## config.mk

```make
export PLATFORM = sky130hd
export DESIGN_NAME = env_vca
export DESIGN_NICKNAME = d
export VERILOG_FILES = /design/src/rtl/env_pkg.sv /design/src/rtl/vca_mult.sv /design/src/rtl/env_vca.sv
export SDC_FILE = /design/constraint.sdc
export NUM_CORES = 1
export LEC_CHECK = 0
export ABC_AREA = 1
export CORE_UTILIZATION = 45
export DETAILED_ROUTE_END_ITERATION = 8
export HOLD_SLACK_MARGIN = 0.05
export PLACE_DENSITY = 0.68
export SYNTH_ARGS = -nofsm -noshare
export SYNTH_HDL_FRONTEND = slang
export SYNTH_SLANG_ARGS = --single-unit
```

## constraint.sdc

```tcl
create_clock -name clk -period 11 [get_ports clk]
set_input_delay 1.65 -clock clk [delete_from_list [all_inputs] [get_ports clk]]
set_output_delay 1.65 -clock clk [all_outputs]
set_load 0.05 [all_outputs]
```

## src/rtl/env_pkg.sv

```systemverilog
// Shared constants for the ADSR envelope / VCA block: FSM encoding,
// envelope step scaling and the offset-binary conversion constant.
package env_pkg;

  typedef enum logic [2:0] {
    IDLE    = 3'd0,
    ATTACK  = 3'd1,
    DECAY   = 3'd2,
    SUSTAIN = 3'd3,
    RELEASE = 3'd4
  } adsr_state_e;

  // step(r) = (r + 1) << STEP_SHIFT, spanning 16..4096 for an 8-bit rate
  localparam int STEP_SHIFT = 4;

  localparam logic [11:0] OB_FLIP = 12'h800;

endpackage

```

## src/rtl/vca_mult.sv

```systemverilog
// VCA back end: registered signed-sample x unsigned-envelope multiply,
// then truncation to offset binary. Accepts one sample per clk.
module vca_mult
  import env_pkg::*;
#(
  parameter int DSZ = 18,
  parameter int ESZ = 16,
  parameter int OSZ = 12
) (
  input  logic                  clk,
  input  logic                  reset_n,
  input  logic                  in_valid,
  input  logic signed [DSZ-1:0] din,
  input  logic        [ESZ-1:0] env,
  output logic        [OSZ-1:0] dout,
  output logic                  dout_valid
);

  localparam int PW = DSZ + ESZ + 1;

  logic signed [PW-1:0]  prod;
  logic signed [DSZ-1:0] y_d, y_q;
  logic                  v2_d, v2_q;
  logic        [OSZ-1:0] dout_d, dout_q;
  logic                  dout_valid_d, dout_valid_q;
  logic                  unused_bits;

  always_comb begin
    // Zero-extended envelope keeps the multiply signed x non-negative.
    prod         = PW'(din) * PW'($signed({1'b0, env}));
    y_d          = y_q;
    v2_d         = in_valid;
    dout_d       = dout_q;
    dout_valid_d = v2_q;
    if (in_valid) y_d = prod[PW-2 -: DSZ];
    if (v2_q)     dout_d = y_q[DSZ-1 -: OSZ] ^ OSZ'(OB_FLIP);
  end

  always_ff @(posedge clk or negedge reset_n) begin
    if (!reset_n) begin
      y_q          <= '0;
      v2_q         <= 1'b0;
      dout_q       <= OSZ'(OB_FLIP);
      dout_valid_q <= 1'b0;
    end else begin
      y_q          <= y_d;
      v2_q         <= v2_d;
      dout_q       <= dout_d;
      dout_valid_q <= dout_valid_d;
    end
  end

  // The product sign bit and the low fraction bits are dropped by design.
  assign unused_bits = ^{prod[PW-1], y_q[DSZ-OSZ-1:0]};

  assign dout       = dout_q;
  assign dout_valid = dout_valid_q;

endmodule

```

## src/rtl/env_vca.sv

```systemverilog
// ADSR envelope generator stepping once per DAC sample strobe, feeding a
// VCA that scales the sine sample and emits 12-bit offset binary.
module env_vca
  import env_pkg::*;
#(
  parameter int DSZ = 18,
  parameter int ESZ = 16,
  parameter int OSZ = 12,
  parameter int RSZ = 8
) (
  input  logic                  clk,
  input  logic                  reset_n,
  input  logic                  ena,
  input  logic                  gate,
  input  logic        [RSZ-1:0] attack_rate,
  input  logic        [RSZ-1:0] decay_rate,
  input  logic        [RSZ-1:0] sustain_lvl,
  input  logic        [RSZ-1:0] release_rate,
  input  logic signed [DSZ-1:0] din,
  output logic        [OSZ-1:0] dout,
  output logic                  dout_valid,
  output logic        [ESZ-1:0] env,
  output logic                  busy
);

  localparam int EW = ESZ + 1;
  localparam logic [EW-1:0] ENV_MAX = {1'b0, {ESZ{1'b1}}};

  function automatic logic [EW-1:0] step_of(input logic [RSZ-1:0] r);
    return (EW'(r) + EW'(1)) << STEP_SHIFT;
  endfunction

  adsr_state_e           state_d, state_q;
  logic        [ESZ-1:0] env_d, env_q;
  logic                  gate_d, gate_q, g_prev_d, g_prev_q;
  logic signed [DSZ-1:0] din_cap_d, din_cap_q;
  logic        [ESZ-1:0] env_cap_d, env_cap_q;
  logic                  s1_valid_d, s1_valid_q;

  logic                  rise, fall;
  logic        [EW-1:0]  sus_lvl, attack_sum, decay_step, decay_floor, release_step;

  assign rise = gate_q & ~g_prev_q;
  assign fall = ~gate_q & g_prev_q;

  // Gate history and VCA stage 1 both advance only on the sample strobe.
  always_comb begin
    // NOTE: every variable gets a default first, so no path infers a latch.
    gate_d     = gate_q;
    g_prev_d   = g_prev_q;
    din_cap_d  = din_cap_q;
    env_cap_d  = env_cap_q;
    s1_valid_d = ena;
    if (ena) begin
      gate_d    = gate;
      g_prev_d  = gate_q;
      din_cap_d = din;
      env_cap_d = env_q;
    end
  end

  always_comb begin
    state_d      = state_q;
    env_d        = env_q;
    sus_lvl      = EW'({sustain_lvl, sustain_lvl});
    attack_sum   = EW'(env_q) + step_of(attack_rate);
    decay_step   = step_of(decay_rate);
    decay_floor  = sus_lvl + decay_step;
    release_step = step_of(release_rate);
    if (ena) begin
      if (rise) begin
        state_d = ATTACK;
      end else begin
        case (state_q)
          IDLE:    env_d = '0;
          ATTACK:
            if (fall) state_d = RELEASE;
            else if (attack_sum >= ENV_MAX) begin
              env_d   = '1;
              state_d = DECAY;
            end else env_d = attack_sum[ESZ-1:0];
          DECAY:
            if (fall) state_d = RELEASE;
            else if (EW'(env_q) <= decay_floor) begin
              env_d   = sus_lvl[ESZ-1:0];
              state_d = SUSTAIN;
            end else env_d = env_q - decay_step[ESZ-1:0];
          SUSTAIN:
            if (fall) state_d = RELEASE;
            else env_d = sus_lvl[ESZ-1:0];
          RELEASE:
            if (EW'(env_q) <= release_step) begin
              env_d   = '0;
              state_d = IDLE;
            end else env_d = env_q - release_step[ESZ-1:0];
          default: begin
            env_d   = '0;
            state_d = IDLE;
          end
        endcase
      end
    end
  end

  always_ff @(posedge clk or negedge reset_n) begin
    if (!reset_n) begin
      state_q    <= IDLE;
      env_q      <= '0;
      gate_q     <= 1'b0;
      g_prev_q   <= 1'b0;
      din_cap_q  <= '0;
      env_cap_q  <= '0;
      s1_valid_q <= 1'b0;
    end else begin
      // NOTE: non-blocking so every flop updates from the pre-edge values.
      state_q    <= state_d;
      env_q      <= env_d;
      gate_q     <= gate_d;
      g_prev_q   <= g_prev_d;
      din_cap_q  <= din_cap_d;
      env_cap_q  <= env_cap_d;
      s1_valid_q <= s1_valid_d;
    end
  end

  always_comb begin
    busy = (state_q != IDLE);
  end

  assign env = env_q;

  vca_mult #(
    .DSZ(DSZ),
    .ESZ(ESZ),
    .OSZ(OSZ)
  ) u_vca_mult (
    .clk       (clk),
    .reset_n   (reset_n),
    .in_valid  (s1_valid_q),
    .din       (din_cap_q),
    .env       (env_cap_q),
    .dout      (dout),
    .dout_valid(dout_valid)
  );

endmodule
```

==> results.sh <==
export IMPL_cts_root_buf="clkbuf_16"
export IMPL_slowest_delay_ns=0.82
export IMPL_cts_sinks=82
export IMPL_rows=71
export IMPL_syn2layout_area_growth_pct=8.48
export IMPL_synth_async_reset_ratio=1.00
export IMPL_io_buffer_count=83
export IMPL_critPathSlowestCell="dfrtp_1"
export IMPL_criticalPathCategory="reg -> reg"
export IMPL_finalSetupViolations=0
export IMPL_wl_per_cell_um=16.4
export IMPL_place_area_um2=18600
export IMPL_end_kind="flip-flop"
export IMPL_htreeDepth=3
export IMPL_grt_overflow_total=0
export IMPL_arrival_ns=7.12
export IMPL_clock_skew_ns=0.0136
export IMPL_crit_buf_inv=2
export IMPL_coreArea_um2=37900
export IMPL_syn_area_um2=17400
export IMPL_yosysSeqAreaShare=0.118
export IMPL_hp_class="reg -> reg"
export IMPL_synthCells=2267
export IMPL_fin_nets=2769
export IMPL_die_w_um=199
export IMPL_design_area_um2=18900
export IMPL_drv_slew=0
export IMPL_cts_buffers=9
export IMPL_antenna_found_initial=2
export IMPL_worst_pin_slew_ns=0.874
export IMPL_postCtsHoldBufs=0
export IMPL_ant_nets=0
export IMPL_avgSynthCellArea_um2=7.69
export IMPL_synth_ff_type="dfrtp_1"
export IMPL_via_per_inst=5.13
export IMPL_start_util=0.460
export IMPL_post_route_period_util=0.620
export IMPL_cts_resized=0
export IMPL_synth_seq_cells=82
export IMPL_cts_setup_buffers=0
export IMPL_worstPathCellList="nand2_1 -> fa_1 -> inv_1 -> fa_1 -> fa_1 -> fa_1 -> fa_1 -> fa_1 -> ha_1 -> nand2_1 -> nor2_1 -> inv_1 -> nor3_1 -> nand2_1 -> o211ai_1 -> a21oi_1 -> o21ai_0 -> or2_2 -> nand3_1 -> nand2_1"
export IMPL_clk_path_buf_depth=2
export IMPL_status="finished, final reports clean"
export IMPL_critPathLaunchType="flip-flop"
export IMPL_route_vias_total=14368
export IMPL_clk_pin_slew_ns=0.07
export IMPL_grt_max_degree=56
export IMPL_fmax_ghz=0.147
export IMPL_rsz0062_at_grt="false"
export IMPL_cpMostUsedCell="fa_1"
export IMPL_cap_violations=0
export IMPL_cp_max_fo=19
export IMPL_crit_required_ns=11.29
export IMPL_die_h_um=199
export IMPL_grt_use_total=0.250
export IMPL_regArea_um2=2050
export IMPL_remaining_drc_errors=0
export IMPL_drive_gt1_frac=0.0371
export IMPL_hold_viol_final=0
export IMPL_io_pin_count=84
export IMPL_slew_headroom=0.418
export IMPL_multi_input_area_um2=12800
export IMPL_grt_pass1_wl_mm=76.5
export IMPL_ys_warn_count=0
export IMPL_tns_ns=0
export IMPL_fillers=3685
export IMPL_grt_pass1_vias=15118
export IMPL_cpLargestDelayFamily="adder cells"
export IMPL_dp_hpwl_mm=37.1
export IMPL_cts_tree="done"
export IMPL_place_congestion=0.889
export IMPL_die_area_um2=39500
export IMPL_postRouteWirelength_mm=45.8
export IMPL_clk_latency_ns=0.36
export IMPL_mostFrequentLayoutCell="nand2_1"
export IMPL_drt_pass1_iterations=8
export IMPL_final_cell_mix="590 x nand2_1, 589 x inv_1, 290 x fa_1, 141 x ha_1, 87 x nand3_1"
export IMPL_ys_types=45
export IMPL_synth_fp_nets=2752
export IMPL_drt_initial_drc_count=1011
export IMPL_synth_edf_count=0
export IMPL_min_period_ns=6.82
-- final cells by class --
cell class / instances / area share
well taps: 511 / 0.0338
clock inverters: 7 / 0.00344
flip-flops and latches: 82 / 0.109
repair buffers: 88 / 0.0455
inverters: 596 / 0.118
clock buffers: 9 / 0.0119
diodes: 1 / 0.000132
multi-input cells: 1507 / 0.678
-- sequential cells by signal, indices dropped and copies added (netlist names) --
name and flops:
u_vca_mult.y_q 12, u_vca_mult.dout_valid 1, s1_valid_q 1, env 16, u_vca_mult.dout 12, din_cap_q 18, env_cap_q 16, gate_q 1
u_vca_mult.dout_valid_d 1, g_prev_q 1, state_q 3
-- cell usage after synthesis, types with 10 or more instances --
cell type / count / share of area
nand3_1: 87 / 0.025
mux2_2: 24 / 0.015
fa_1: 290 / 0.33
inv_1: 589 / 0.13
nand4_1: 26 / 0.0093
nor2_1: 67 / 0.014
a21oi_1: 69 / 0.020
nand2_1: 590 / 0.13
nand3b_1: 15 / 0.0065
xnor2_1: 19 / 0.0095
o21a_1: 10 / 0.0043
ha_1: 141 / 0.10
clkbuf_1: 69 / 0.015
o21ai_0: 52 / 0.015
nor3_1: 10 / 0.0029
dfrtp_1: 81 / 0.12
xor2_1: 46 / 0.023
-- per-layer routing --
metal  global-route usage  vias up  share of wire
met2                0.408      454           0.47
met5                    0        -        0.00022
met4                0.116        2          0.046
met3               0.0344      113          0.055
met1                0.327     7057           0.43
li1                     -     6742              -
-- per-stage QoR --
step	util	hold slack [ns]	worst slack [ns]	instances
after CTS	0.499	0.448	4.29	2800
after detailed placement	0.491	0.455	4.34	2784
after global routing	0.499	0.484	3.72	2801
after global placement	0.491	0.435	4.42	2784
final	0.499	0.445	4.18	2801
after floorplan	-	0.372	5.13	2267
-- cell families (layout without fill, tap and decap cells) --
logic type	count (synthesis)	after routing	share of synthesized area
AOI/OAI and AO/OA	163	163	0.0532
xor gates and xnor gates	65	65	0.0326
adders and majority gates	431	431	0.434
buffers and inverters	678	700	0.146
DFF	82	82	0.118
muxes	24	24	0.0155
other	0	1	0
and+or+nand+nor	824	824	0.200
-- worst paths after layout --
kind	end	startpoint	slack [ns]	cells after the start
worst max-delay path	u_vca_mult.y_q[14]	env_cap_q[2]	4.18	20
worst min-delay path	u_vca_mult.dout[11]	u_vca_mult.y_q[17]	0.45	1
worst max register to register	u_vca_mult.y_q[14]	env_cap_q[2]	4.18	20
worst min register to register	u_vca_mult.dout[11]	u_vca_mult.y_q[17]	0.45	1
max in group asynchronous	env_cap_q[11]	reset_n	8.74	2
min in group asynchronous	u_vca_mult.dout[1]	reset_n	1.19	1
Power is left out: the tool's default activity adds up to more than one toggle a clock period on the data nets, which glitch-free logic cannot reach.
==> edit, RTL diff (config.mk and constraints unchanged) <==
Encoding of `adsr_state_e`: now one-hot (5 bits for 5 states).
--- a/src/rtl/env_pkg.sv
+++ b/src/rtl/env_pkg.sv
@@ -4,8 +4,8 @@
 
-  typedef enum logic [2:0] {
-    IDLE    = 3'd0,
-    ATTACK  = 3'd1,
-    DECAY   = 3'd2,
-    SUSTAIN = 3'd3,
-    RELEASE = 3'd4
+  typedef enum logic [4:0] {
+    IDLE    = 5'b00001,
+    ATTACK  = 5'b00010,
+    DECAY   = 5'b00100,
+    SUSTAIN = 5'b01000,
+    RELEASE = 5'b10000
   } adsr_state_e;
Behaviour: same outputs for any inputs over 4 cycles, from zero or initial values and one cycle with reset_n low; so few cycles prove little.
==> edit against the original RTL <==
  * Setup slack improved by 140 ps
  * Via count up 0.64%
  * Routed wire length up 1.2%
  * Cell area increased by 0.38%
  * Final cell count is 1.4% higher
  * Fmax grew 2.1%
  * Sequential cell count is 2 higher
  * Area after synthesis is 0.55% higher
  * Die area up 0.54%
  * Critical path type unchanged
  * Critical endpoint is now u_vca_mult.y_q[12]
Power is left out: it rests on default switching activity, and per cell area and clock period it moved more than threefold.
==> edit: results <==
group,metric,value,unit
status,status,"finished, final reports clean",
sta,max_slew_margin,40.2,%
synthesis,synth_common_cells,"664 x nand2_1, 582 x inv_1, 290 x fa_1",
worst_hold_path,min_to,"u_vca_mult.dout[0]",
placed_design,gp_congestion,0.943,
placed_design,placed_cells,2824,
detailed_routing,dr_wl_met2,21.8,mm
worst_hold_path,holdPathStages,2,
finish,drive_gt1_share,2.53,%
detailed_routing,routed.top_layer,"met4",
detailed_routing,post_drt_wl_per_cell,16.3,um
critical_path,worstPathArrival,6940,ps
detailed_routing,totalWireLength,46.3,mm
synthesis,synthTopCellsByArea,"fa_1 33%, nand2_1 14%, inv_1 12%",
sta,worst_clock_skew,7.95,ps
detailed_routing,viasPerCell,5.09,
critical_path,reg2reg_depth,22,
grt,grt_antenna_before_repair,0,
placed_design,dp_hpwl,37.8,mm
finish,n_antenna_cell,0,
detailed_routing,dr.pass1.iters,5,
grt,grt_max_degree,68,
detailed_routing,wl_met1,20.2,mm
worst_hold_path,hp-class,"reg -> reg",
grt,grt_pass1_vias,15400,
detailed_routing,dr_wl_met3,2.63,mm
finish,nNetsFinal,2809,
grt,grt_usage,25.2,%
synthesis,synth_area_per_cell,7.58,sq um
critical_path,rrSetupSlack,4320,ps
worst_hold_path,min_from,"u_vca_mult.dout[0]",
critical_path,timing.rr.end,"u_vca_mult.y_q[12]",
==> edit: cell types whose count changed after synthesis, sizes merged, moves of 4 or more <==
cell and change:
clkbuf +7, inv -7, mux2 -24, nand2 +75, nand3 -9, nand3b +5, nor2 -11, o21a -5
o21ai -4, xnor2 +4
==> edit: routing by layer <==
metal  track usage (%)  up-vias
li1                  -     6860
met1              33.4     7035
met2              42.0      467
met3              2.77       98
met4              10.1        0
met5                 0        -
==> edit: stage by stage <==
step	util, %	setup WS (ps)	area (sq um)
after floorplan	-	4900	17500
after global placement	49.1	4480	18700
after CTS	49.9	4250	19000
after global routing	49.9	3870	19000
final	49.9	4320	19000
after detailed placement	49.1	4300	18700
==> edit: final cells by class <==
cell class	instances	area share, %
clock buffers	9	1.19
multi-input cells	1552	67.7
inverters	590	11.7
well taps	511	3.37
repair buffers	87	4.52
flip-flops and latches	84	11.1
clock inverters	7	0.428
==> edit: cell families after synthesis <==
| family | share of synthesized area, % |
|---|---|
| simple gates | 21.6 |
| buf+inv | 14.6 |
| fa+ha+maj | 43.2 |
| compound gates | 5.19 |
| flops | 12.0 |
| xor+xnor | 3.40 |
==> edit: tightest hold or removal path: cells and delay by family, from the launching register on <==
kind | cells | cell delay [ps]
and+or+nand+nor | 2 | 100
DFF | 1 | 350
==> edit: worst max path at each step <==
stage                 start            endpoint  slack, ps
2_1_floorplan  env_cap_q[3]  u_vca_mult.y_q[12]       4900
3_3_place_gp   env_cap_q[2]  u_vca_mult.y_q[12]       4480
3_5_place_dp   env_cap_q[2]  u_vca_mult.y_q[12]       4300
4_1_cts        env_cap_q[2]  u_vca_mult.y_q[12]       4250
5_1_grt        env_cap_q[2]  u_vca_mult.y_q[12]       3870
6_report       env_cap_q[2]  u_vca_mult.y_q[12]       4320
